===== config.mk =====
export PLATFORM = sky130hd
export DESIGN_NAME = paddsb_arb
export DESIGN_NICKNAME = d
export VERILOG_FILES = /design/src/rtl/paddsb_pkg.sv /design/src/rtl/paddsb_lane.sv /design/src/rtl/paddsb_arb.sv
export SDC_FILE = /design/constraint.sdc
export NUM_CORES = 1
export LEC_CHECK = 0
export ABC_CLOCK_PERIOD_IN_PS = 2800
export CAP_MARGIN = 20
export CORE_ASPECT_RATIO = 1.4
export CORE_MARGIN = 2
export CORE_UTILIZATION = 40
export CTS_CLUSTER_DIAMETER = 40
export DETAILED_ROUTE_END_ITERATION = 8
export PLACE_DENSITY = 0.79
export SYNTH_ARGS = -nofsm -noshare
export SYNTH_HDL_FRONTEND = slang
export SYNTH_SLANG_ARGS = --single-unit
export TNS_END_PERCENT = 10

===== constraint.sdc =====
create_clock -name clk -period 2.8 [get_ports clk]
set_input_delay 0.42 -clock clk [delete_from_list [all_inputs] [get_ports clk]]
set_output_delay 0.42 -clock clk [all_outputs]
set_load 0.01 [all_outputs]

===== src/rtl/paddsb_pkg.sv =====
// ---------------------------------------------------------------------------
// paddsb_pkg
//   Shared types and constants for the PADDSB arbiter slice.
//   - NIB_W / NLANES : lane geometry of the 16-bit packed word (4 x 4-bit).
//   - SAT_POS/SAT_NEG: clamp values used when a lane saturates.
//   - slot_state_t   : occupancy of the one-entry registered output slot.
//   - word_t         : one packed 16-bit operand/result.
//   - popcount4      : counts saturated lanes (used by the optional
//                      statistics counters, PADDSB_ARB_STATS_EN).
// ---------------------------------------------------------------------------
package paddsb_pkg;

  localparam int unsigned NIB_W  = 4;
  localparam int unsigned NLANES = 4;

  localparam logic [NIB_W-1:0] SAT_POS = 4'h7;
  localparam logic [NIB_W-1:0] SAT_NEG = 4'h8;

  typedef enum logic {
    SLOT_EMPTY,
    SLOT_FULL
  } slot_state_t;

  typedef logic [15:0] word_t;

  function automatic logic [2:0] popcount4(input logic [NLANES-1:0] v);
    logic [2:0] cnt;
    cnt = '0;
    for (int i = 0; i < NLANES; i++) begin
      cnt = cnt + {2'b00, v[i]};
    end
    return cnt;
  endfunction

endpackage


===== src/rtl/paddsb_lane.sv =====
// ---------------------------------------------------------------------------
// paddsb_lane
//   One 4-bit two's-complement saturating adder lane (purely combinational).
//   Ports:
//     a, b  in  4  signed operands
//     sum   out 4  a+b, clamped to 4'h7 / 4'h8 on signed overflow
//     ovfl  out 1  set when the lane clamped
// ---------------------------------------------------------------------------
module paddsb_lane
  import paddsb_pkg::*;
(
  input  logic [NIB_W-1:0] a,
  input  logic [NIB_W-1:0] b,
  output logic [NIB_W-1:0] sum,
  output logic             ovfl
);

  logic [NIB_W-1:0] raw;

  // Carry out of the nibble is dropped on purpose: lanes never interact.
  assign raw  = a + b;

  // Signed overflow is only possible when both operands share a sign and
  // the wrapped result flips it.
  assign ovfl = (a[NIB_W-1] == b[NIB_W-1]) && (raw[NIB_W-1] != a[NIB_W-1]);

  assign sum  = ovfl ? (a[NIB_W-1] ? SAT_NEG : SAT_POS) : raw;

endmodule


===== src/rtl/paddsb_arb.sv =====
// ---------------------------------------------------------------------------
// paddsb_arb
//   Round-robin arbiter sharing one 16-bit PADDSB (4-lane saturating add)
//   among NREQ requesters, with a one-entry registered result slot.
//
//   Parameters:
//     NREQ  number of requesters (2..4)
//     IDW   width of rsp_id, must equal clog2(NREQ)
//
//   Ports:
//     clk        in   1          rising-edge clock
//     rst        in   1          asynchronous active-high reset
//     req_valid  in   NREQ       per-requester request
//     req_a      in   16*NREQ    operand A, requester i at [16i+15:16i]
//     req_b      in   16*NREQ    operand B, same packing
//     req_ready  out  NREQ       one-hot grant (combinational)
//     rsp_valid  out  1          slot holds a result
//     rsp_data   out  16         saturated lane-wise sum
//     rsp_id     out  IDW        requester that produced the result
//     rsp_ovfl   out  4          per-lane saturation flags
//     rsp_ready  in   1          consumer accepts the result
//   Optional (macro PADDSB_ARB_STATS_EN):
//     stat_ops   out  16         accepted operations, wraps
//     stat_sat   out  16         saturated lanes over all accepts, wraps
//
//   A new request can be accepted in the same cycle the slot drains, so a
//   continuously ready consumer sees one result per cycle with no bubbles.
// ---------------------------------------------------------------------------
module paddsb_arb
  import paddsb_pkg::*;
#(
  parameter int unsigned NREQ = 2,
  parameter int unsigned IDW  = 1
) (
  input  logic                 clk,
  input  logic                 rst,
  input  logic [NREQ-1:0]      req_valid,
  input  logic [16*NREQ-1:0]   req_a,
  input  logic [16*NREQ-1:0]   req_b,
  output logic [NREQ-1:0]      req_ready,
  output logic                 rsp_valid,
  output logic [15:0]          rsp_data,
  output logic [IDW-1:0]       rsp_id,
  output logic [NLANES-1:0]    rsp_ovfl,
  input  logic                 rsp_ready
`ifdef PADDSB_ARB_STATS_EN
  ,
  output logic [15:0]          stat_ops,
  output logic [15:0]          stat_sat
`endif
);

  localparam int unsigned WW = $bits(word_t);

  slot_state_t       state_q, state_d;
  logic [IDW-1:0]    ptr_q, ptr_d;
  logic [IDW-1:0]    win_idx;
  logic              found;
  logic              slot_free;
  logic              accept;
  logic [NREQ-1:0]   grant;

  word_t             win_a, win_b;
  word_t             win_sum;
  logic [NLANES-1:0] win_ovfl;

  word_t             data_q;
  logic [IDW-1:0]    id_q;
  logic [NLANES-1:0] ovfl_q;

  // -------------------------------------------------------------------------
  // Arbitration. Round-robin from ptr is done as two priority passes instead
  // of a modulo search: first requesters at or above ptr, then those below.
  // -------------------------------------------------------------------------
  assign slot_free = (state_q == SLOT_EMPTY) || (rsp_ready && (state_q == SLOT_FULL));

  always_comb begin
    // NOTE: every signal assigned here gets a default first, so no path can
    // leave it unassigned and infer a latch.
    found   = 1'b0;
    win_idx = '0;
    for (int i = 0; i < NREQ; i++) begin
      if (!found && req_valid[i] && (IDW'(i) >= ptr_q)) begin
        found   = 1'b1;
        win_idx = IDW'(i);
      end
    end
    for (int i = 0; i < NREQ; i++) begin
      if (!found && req_valid[i] && (IDW'(i) < ptr_q)) begin
        found   = 1'b1;
        win_idx = IDW'(i);
      end
    end
  end

  // rst is folded in so no requester sees a grant while reset is held.
  assign accept = found && slot_free && !rst;

  always_comb begin
    grant = '0;
    win_a = '0;
    win_b = '0;
    for (int i = 0; i < NREQ; i++) begin
      if (IDW'(i) == win_idx) begin
        grant[i] = accept;
        win_a    = req_a[i*WW +: WW];
        win_b    = req_b[i*WW +: WW];
      end
    end
  end

  assign req_ready = grant;

  // -------------------------------------------------------------------------
  // Shared datapath: four independent lanes on the winner's operands.
  // -------------------------------------------------------------------------
  for (genvar n = 0; n < NLANES; n++) begin : g_lane
    paddsb_lane u_lane (
      .a    (win_a[n*NIB_W +: NIB_W]),
      .b    (win_b[n*NIB_W +: NIB_W]),
      .sum  (win_sum[n*NIB_W +: NIB_W]),
      .ovfl (win_ovfl[n])
    );
  end

  // -------------------------------------------------------------------------
  // Slot FSM and round-robin pointer (next-state logic).
  // -------------------------------------------------------------------------
  always_comb begin
    state_d = state_q;
    ptr_d   = ptr_q;
    if (accept) begin
      state_d = SLOT_FULL;
      ptr_d   = (win_idx == IDW'(NREQ-1)) ? '0 : win_idx + IDW'(1);
    end else if ((state_q == SLOT_FULL) && rsp_ready) begin
      state_d = SLOT_EMPTY;
    end
  end

  always_ff @(posedge clk or posedge rst) begin
    // NOTE: sequential state uses non-blocking assignments so every register
    // samples the pre-edge values, independent of statement order.
    if (rst) begin
      state_q <= SLOT_EMPTY;
      ptr_q   <= '0;
    end else begin
      state_q <= state_d;
      ptr_q   <= ptr_d;
    end
  end

  // -------------------------------------------------------------------------
  // Result slot. Loads only on accept; a plain drain leaves the last values
  // visible on rsp_data/rsp_id/rsp_ovfl.
  // -------------------------------------------------------------------------
  always_ff @(posedge clk or posedge rst) begin
    // NOTE: the payload registers are reset too, because the output word is
    // architecturally defined as zero after reset, not just invalid.
    if (rst) begin
      data_q <= '0;
      id_q   <= '0;
      ovfl_q <= '0;
    end else if (accept) begin
      data_q <= win_sum;
      id_q   <= win_idx;
      ovfl_q <= win_ovfl;
    end
  end

  assign rsp_valid = (state_q == SLOT_FULL);
  assign rsp_data  = data_q;
  assign rsp_id    = id_q;
  assign rsp_ovfl  = ovfl_q;

`ifdef PADDSB_ARB_STATS_EN
  // -------------------------------------------------------------------------
  // Statistics: both counters wrap naturally at 16 bits.
  // -------------------------------------------------------------------------
  logic [15:0] ops_q, sat_q;

  always_ff @(posedge clk or posedge rst) begin
    if (rst) begin
      ops_q <= '0;
      sat_q <= '0;
    end else if (accept) begin
      ops_q <= ops_q + 16'd1;
      sat_q <= sat_q + {13'd0, popcount4(win_ovfl)};
    end
  end

  assign stat_ops = ops_q;
  assign stat_sat = sat_q;
`endif

endmodule


==> flow_summary.json, run 1 <==
{
  "core_sq_mm": 0.00457,
  "start_kind": "input pin",
  "ys_seq_elements": 23,
  "io_buffers": 92,
  "clk_pin_slew_worst_paths_ps": 80,
  "syn_area_sq_mm": 0.00193,
  "via_per_inst": 5.05,
  "crit_type": "in2reg",
  "antenna_found_initial": 0,
  "hold_viol_final": 0,
  "crit_path_end_kind": "flip-flop",
  "initial_core_util_pct": 42.1,
  "drt-pass1-iter-count": 4,
  "die_height_microns": 86.1,
  "syn_to_final_growth_pct": 60.9,
  "final_cells": 375,
  "placed_cells": 371,
  "root_buffer": "clkbuf_8",
  "first_iter_violations": 55,
  "die_w_microns": 62.6,
  "ctsHtreeMaxLevel": 1,
  "drive_above_1_share_pct": 18.5,
  "yosys.cell_types.count": 37,
  "final_util_pct": 67.8,
  "max_freq_mhz": 379,
  "hp-class": "reg2reg",
  "cap_violations": 0,
  "grt_pass1_vias": 1954,
  "wire_per_inst_microns": 13.8,
  "power_density_mw_per_mm2": 468,
  "synth_fp_nets": 290,
  "cts_buffer_depth": 2,
  "arrival_ps": 2790,
  "pre_cts_ws_ps": -224,
  "slew_viol_final": 0,
  "syn_avg_cell_area_sq_um": 9.39,
  "min_path_cells": 2,
  "ys_seq_area_share_pct": 29.9,
  "final-setup-viol-count": 0,
  "totalNegativeSetupSlack_ps": 0,
  "track_usage_pct": 19.9,
  "dp_hpwl_microns": 4220,
  "crit_required_ps": 2950,
  "final_net_count": 399,
  "dieArea_sq_mm": 0.00539,
  "fin_ws_ps": 159,
  "netlist_instances": 205,
  "rr_worst_depth": 10,
  "gp_congestion": 0.865,
  "ir_drop_mv": 0.251,
  "worst_skew_pair.late_latency_ps": 260,
  "routed_wl_microns": 5160,
  "path_max_fanout": 22,
  "drc": 0,
  "cts_tree": "yes",
  "postCtsHoldBufs": 0,
  "slew_headroom_pct": 77.3,
  "grt_setup_unrepaired": "no",
  "cts_sinks": 23,
  "skew_ps": 4.04,
  "overflow": 0,
  "pin_count": 93,
  "tightest_slew_ps": 337,
  "power_leakage_uw": 0.00146,
  "num_rows": 29,
  "cts_buffers": 3,
  "stdcell_area_sq_mm": 0.00310,
  "grt_pass1_wl_microns": 8730,
  "outcome": "finished, final reports clean",
  "placed_area_sq_mm": 0.00303,
  "grt_max_degree": 24,
  "synth_warnings": 0,
  "cts-resized-gates": 0,
  "diodes": 0,
  "drtAntennaViolNets": 0,
  "post-route-period-util_pct": 94.3,
  "min_period_ps": 2640,
  "postCtsSetupBuffers": 0,
  "vias": 1895
}
-- cells in the final DEF, fill, tap and decap left out, types with 3 or more instances in the layout --
master / instances
a311oi_1: 4
dfrtp_1: 23
a21oi_2: 3
a21oi_1: 10
inv_1: 18
nor3_1: 3
o21ai_0: 11
xor2_1: 3
mux2_4: 3
fa_1: 4
buf_4: 21
nand2_1: 12
o211a_1: 5
a21o_1: 9
nand3_1: 11
o21ai_1: 4
o211ai_1: 3
nor2_1: 9
clkbuf_8: 3
a22o_1: 6
mux2_2: 24
clkdlybuf4s50_1: 91
ha_1: 12
-- synthesized netlist by cell type, drive strengths merged --
| library cell | number | area, sq um |
|---|---|---|
| xnor2 | 1 | 8.76 |
| ha | 12 | 150 |
| nor3 | 3 | 15.0 |
| a221o | 1 | 10.0 |
| o211a | 5 | 50.1 |
| or2 | 1 | 6.26 |
| and2b | 1 | 7.51 |
| a21o | 9 | 67.6 |
| o211ai | 3 | 22.5 |
| o21ai | 15 | 75.1 |
| clkbuf | 2 | 7.51 |
| inv | 19 | 71.3 |
| a22o | 6 | 52.6 |
| nor2 | 10 | 37.5 |
| and3 | 2 | 12.5 |
| dfrtp | 23 | 576 |
| nor2b | 1 | 6.26 |
| xor2 | 3 | 26.3 |
| a211o | 2 | 17.5 |
| nand2b | 3 | 18.8 |
| nand2 | 13 | 65.1 |
| o31ai | 1 | 7.51 |
| and2 | 1 | 6.26 |
| fa | 4 | 80.1 |
| mux2 | 27 | 315 |
| buf | 7 | 43.8 |
| a21oi | 13 | 65.1 |
| o21a | 1 | 7.51 |
| nand3 | 11 | 55.1 |
| a31oi | 1 | 6.26 |
| a311oi | 4 | 35.0 |
-- registers in the layout (all words and copies together) (netlist names) --
| register | cells |
|---|---|
| rsp_valid | 1 |
| rsp_data | 16 |
| rsp_id | 1 |
| ptr_q | 1 |
| rsp_ovfl | 4 |
-- stage by stage --
stage / hold slack, ps / total power [uW]
2_1_floorplan: 429 / 856
4_1_cts: 481 / 1460
3_5_place_dp: 463 / 1250
6_report: 477 / 1450
5_1_grt: 511 / 1560
3_3_place_gp: 455 / 1230
-- path summary, 6_finish.rpt --
kind / start / end / slack [ps]
setup / recovery: req_valid[0] / rsp_ovfl[3] / 160
hold / removal: rsp_data[7] / rsp_data[7] / 480
setup reg to reg: ptr_q / rsp_ovfl[3] / 390
hold reg to reg: rsp_data[7] / rsp_data[7] / 480
max in group asynchronous: rst / rsp_data[3] / 2020
min in group asynchronous: rst / rsp_valid / 550
-- worst max-delay path, stage by stage --
cell and delay, ps:
clkdlybuf4s50_1 550, nand2b_4 90, nand2_8 170, buf_4 150, mux2_2 330, ha_1 210, a21o_1 180, a21o_1 240
nand3_1 130, nor3_1 60, a221o_1 260
-- cells by family (layout without fill, tap and decap cells) --
logic type | count (synthesis) | in the layout | synth area share (%)
AOI/OAI and AO/OA | 61 | 61 | 21.6
xor gates and xnor gates | 4 | 4 | 1.82
adders and majority gates | 16 | 16 | 12.0
buffers and inverters | 28 | 136 | 6.37
DFF | 23 | 23 | 29.9
muxes | 27 | 27 | 16.4
and+or+nand+nor | 46 | 46 | 12.0
-- layout make-up --
type,count,area (sq um)
tap,62,77.6
fill,397,1470
clock buffer,4,45.0
multi-input combinational,154,1250
timing repair buffer,113,1080
sequential,23,576
inverter,19,71.3
-- per-layer routing --
metal	GRT usage, %	share of wire [%]	vias up
met3	3.02	4.8	2
met2	38.2	54	60
met5	0	0	-
met4	3.84	0.35	0
li1	-	-	953
met1	23.5	41	880
-- power breakdown --
group / switching, uW / internal (uW)
Combinational: 321 / 457
Clock: 104 / 101
Sequential: 48.4 / 419
Total: 473 / 978
No activity file was read; power rests on OpenSTA's default activity.
==> run 2, diff against run 1 <==
--- a/config.mk
+++ b/config.mk
@@ -13,6 +13,7 @@
 export CTS_CLUSTER_DIAMETER = 40
 export DETAILED_ROUTE_END_ITERATION = 8
 export PLACE_DENSITY = 0.79
+export SLEW_MARGIN = 0
 export SYNTH_ARGS = -nofsm -noshare
 export SYNTH_HDL_FRONTEND = slang
 export SYNTH_SLANG_ARGS = --single-unit
==> results of run 2 <==
Final layout, timing and power as in run 1 (identical DEF).
==> run 3, diff against run 2 <==
--- a/config.mk
+++ b/config.mk
@@ -6,13 +6,13 @@
 export NUM_CORES = 1
 export LEC_CHECK = 0
 export ABC_CLOCK_PERIOD_IN_PS = 2800
-export CAP_MARGIN = 20
+export CAP_MARGIN = 40
 export CORE_ASPECT_RATIO = 1.4
 export CORE_MARGIN = 2
 export CORE_UTILIZATION = 40
 export CTS_CLUSTER_DIAMETER = 40
 export DETAILED_ROUTE_END_ITERATION = 8
-export PLACE_DENSITY = 0.79
+export PLACE_DENSITY = 0.9
 export SLEW_MARGIN = 0
 export SYNTH_ARGS = -nofsm -noshare
 export SYNTH_HDL_FRONTEND = slang
==> flow_summary.json, run 3 (same netlist as run 1, synthesis figures left out) <==
{
  "outcome": "finished, final reports clean",
  "drt-pass1-iter-count": 4,
  "worst_skew_pair.late_latency_ps": 260,
  "arrival_ps": 2260,
  "diodes": 0,
  "cts_sinks": 23,
  "max_freq_mhz": 373,
  "vias": 1944,
  "min_period_ps": 2680,
  "stdcell_area_sq_mm": 0.00309,
  "root_buffer": "clkbuf_8",
  "power_density_mw_per_mm2": 472,
  "num_rows": 29,
  "io_buffers": 92,
  "syn_to_final_growth_pct": 60.4,
  "die_w_microns": 62.6,
  "post-route-period-util_pct": 95.7,
  "slew_viol_final": 0,
  "grt_max_degree": 26,
  "crit_path_end_kind": "output pin",
  "layout_common_cells": "clkdlybuf4s50_1 (91), mux2_2 (24), dfrtp_1 (23), buf_4 (20), inv_1 (18)",
  "min_path_cells": 2,
  "largest_reg_flops": 16,
  "postCtsSetupBuffers": 0,
  "tightest_slew_ps": 291,
  "final_net_count": 398,
  "route.met2.wl_microns": 2900,
  "cts_tree": "yes",
  "cap_violations": 0,
  "power_leakage_uw": 0.00145,
  "drtAntennaViolNets": 0,
  "reg2reg_slack_ps": 370,
  "track_usage_pct": 20.9,
  "slew_headroom_pct": 80.4,
  "drive_above_1_share_pct": 17.9,
  "hp-class": "reg2reg",
  "path_max_fanout": 8,
  "final-setup-viol-count": 0,
  "cts_buffers": 3,
  "start_kind": "input pin",
  "cts_buffer_depth": 2,
  "via_per_inst": 5.20,
  "final_cells": 374,
  "routed_wl_microns": 5430,
  "dieArea_sq_mm": 0.00539,
  "ctsHtreeMaxLevel": 1,
  "postCtsHoldBufs": 0,
  "dp_hpwl_microns": 4450,
  "critPathTopFamily": "buffers and inverters",
  "pin_count": 93,
  "worst-path-buf-inv": 3,
  "die_height_microns": 86.1,
  "cts-resized-gates": 0,
  "critPathMaxStageDelay_ps": 590,
  "grt_pass1_vias": 2069,
  "hold_viol_final": 0,
  "whs_endpoint": "rsp_data[11]",
  "core_sq_mm": 0.00457,
  "overflow": 0,
  "crit_type": "in2out",
  "ir_drop_mv": 0.300,
  "rr_worst_depth": 10,
  "skew_ps": 5.79,
  "crit_required_ps": 2380,
  "final_util_pct": 67.5,
  "placed_cells": 370,
  "drc": 0,
  "hp-start": "rsp_data[11]",
  "timing.rr.end": "rsp_data[14]",
  "wire_per_inst_microns": 14.5,
  "r2r-start": "ptr_q",
  "grt_pass1_wl_microns": 9120,
  "gp_congestion": 0.823,
  "cp_common_cell": "clkdlybuf4s50_1",
  "grt_setup_unrepaired": "yes",
  "top_layer_used": "met4",
  "clk_pin_slew_worst_paths_ps": 80,
  "slowest_stage": "clkdlybuf4s50_1",
  "placed_area_sq_mm": 0.00302,
  "cp_cell_sequence": "clkdlybuf4s50_1 -> buf_4 -> o21ai_1 -> nand2b_1 -> nor2_2 -> clkdlybuf4s50_1",
  "crit_start": "req_valid[1]",
  "first_iter_violations": 71,
  "fill_cells": 391,
  "initial_core_util_pct": 42.1,
  "antenna_found_initial": 0,
  "wl_met1_microns": 2170,
  "met3_wirelength_microns": 288,
  "final_common_cell": "clkdlybuf4s50_1"
}
-- run 3: changes by cell type in the layout (fill, tap and decap cells not counted), sizes merged --
cell and change:
buf -1
-- run 3: metal layers --
metal	vias up	global-route usage, %
met1	920	22.9
met2	68	40.9
met3	6	3.41
met4	0	5.86
met5	-	0
li1	950	-
-- run 3: area by class of cell --
| class | instances | area, sq um | area share [%] |
|---|---|---|---|
| multi-input cells | 154 | 1240 | 40.3 |
| repair buffers | 112 | 1070 | 34.8 |
| flip-flops and latches | 23 | 576 | 18.6 |
| well taps | 62 | 77.6 | 2.51 |
| inverters | 19 | 71.3 | 2.31 |
| clock buffers | 4 | 45.0 | 1.46 |
-- run 3: metrics by stage --
stage | setup TNS (ps) | power, uW | hold WS [ps] | setup slack, ps
finish | 0 | 1460 | 472 | 122
global route | -4.09 | 1560 | 491 | -4.09
floorplan | 0 | 856 | 429 | 273
global placement | -1700 | 1220 | 454 | -162
CTS | 0 | 1460 | 479 | 13.4
detailed placement | -3370 | 1260 | 460 | -262
-- run 3: worst max path at each step --
stage                         endpoint  cells after the start
after global placement    rsp_data[10]                     10
after detailed placement   rsp_data[6]                     10
final                     req_ready[1]                      6
after global routing      req_ready[1]                      6
after floorplan            rsp_data[1]                     11
after CTS                  rsp_data[6]                     10
-- run 3: tightest hold or removal path: cells and delay by family, from the launching register on --
| kind | cells | cell delay, ps |
|---|---|---|
| simple gates | 2 | 100 |
| flops | 1 | 350 |
-- run 3: where the power goes --
group | switching (uW) | leakage (uW) | internal, uW
logic | 329 | 0.00115 | 456
registers | 48.1 | 0.000280 | 419
clock network | 103 | 0.0000228 | 101
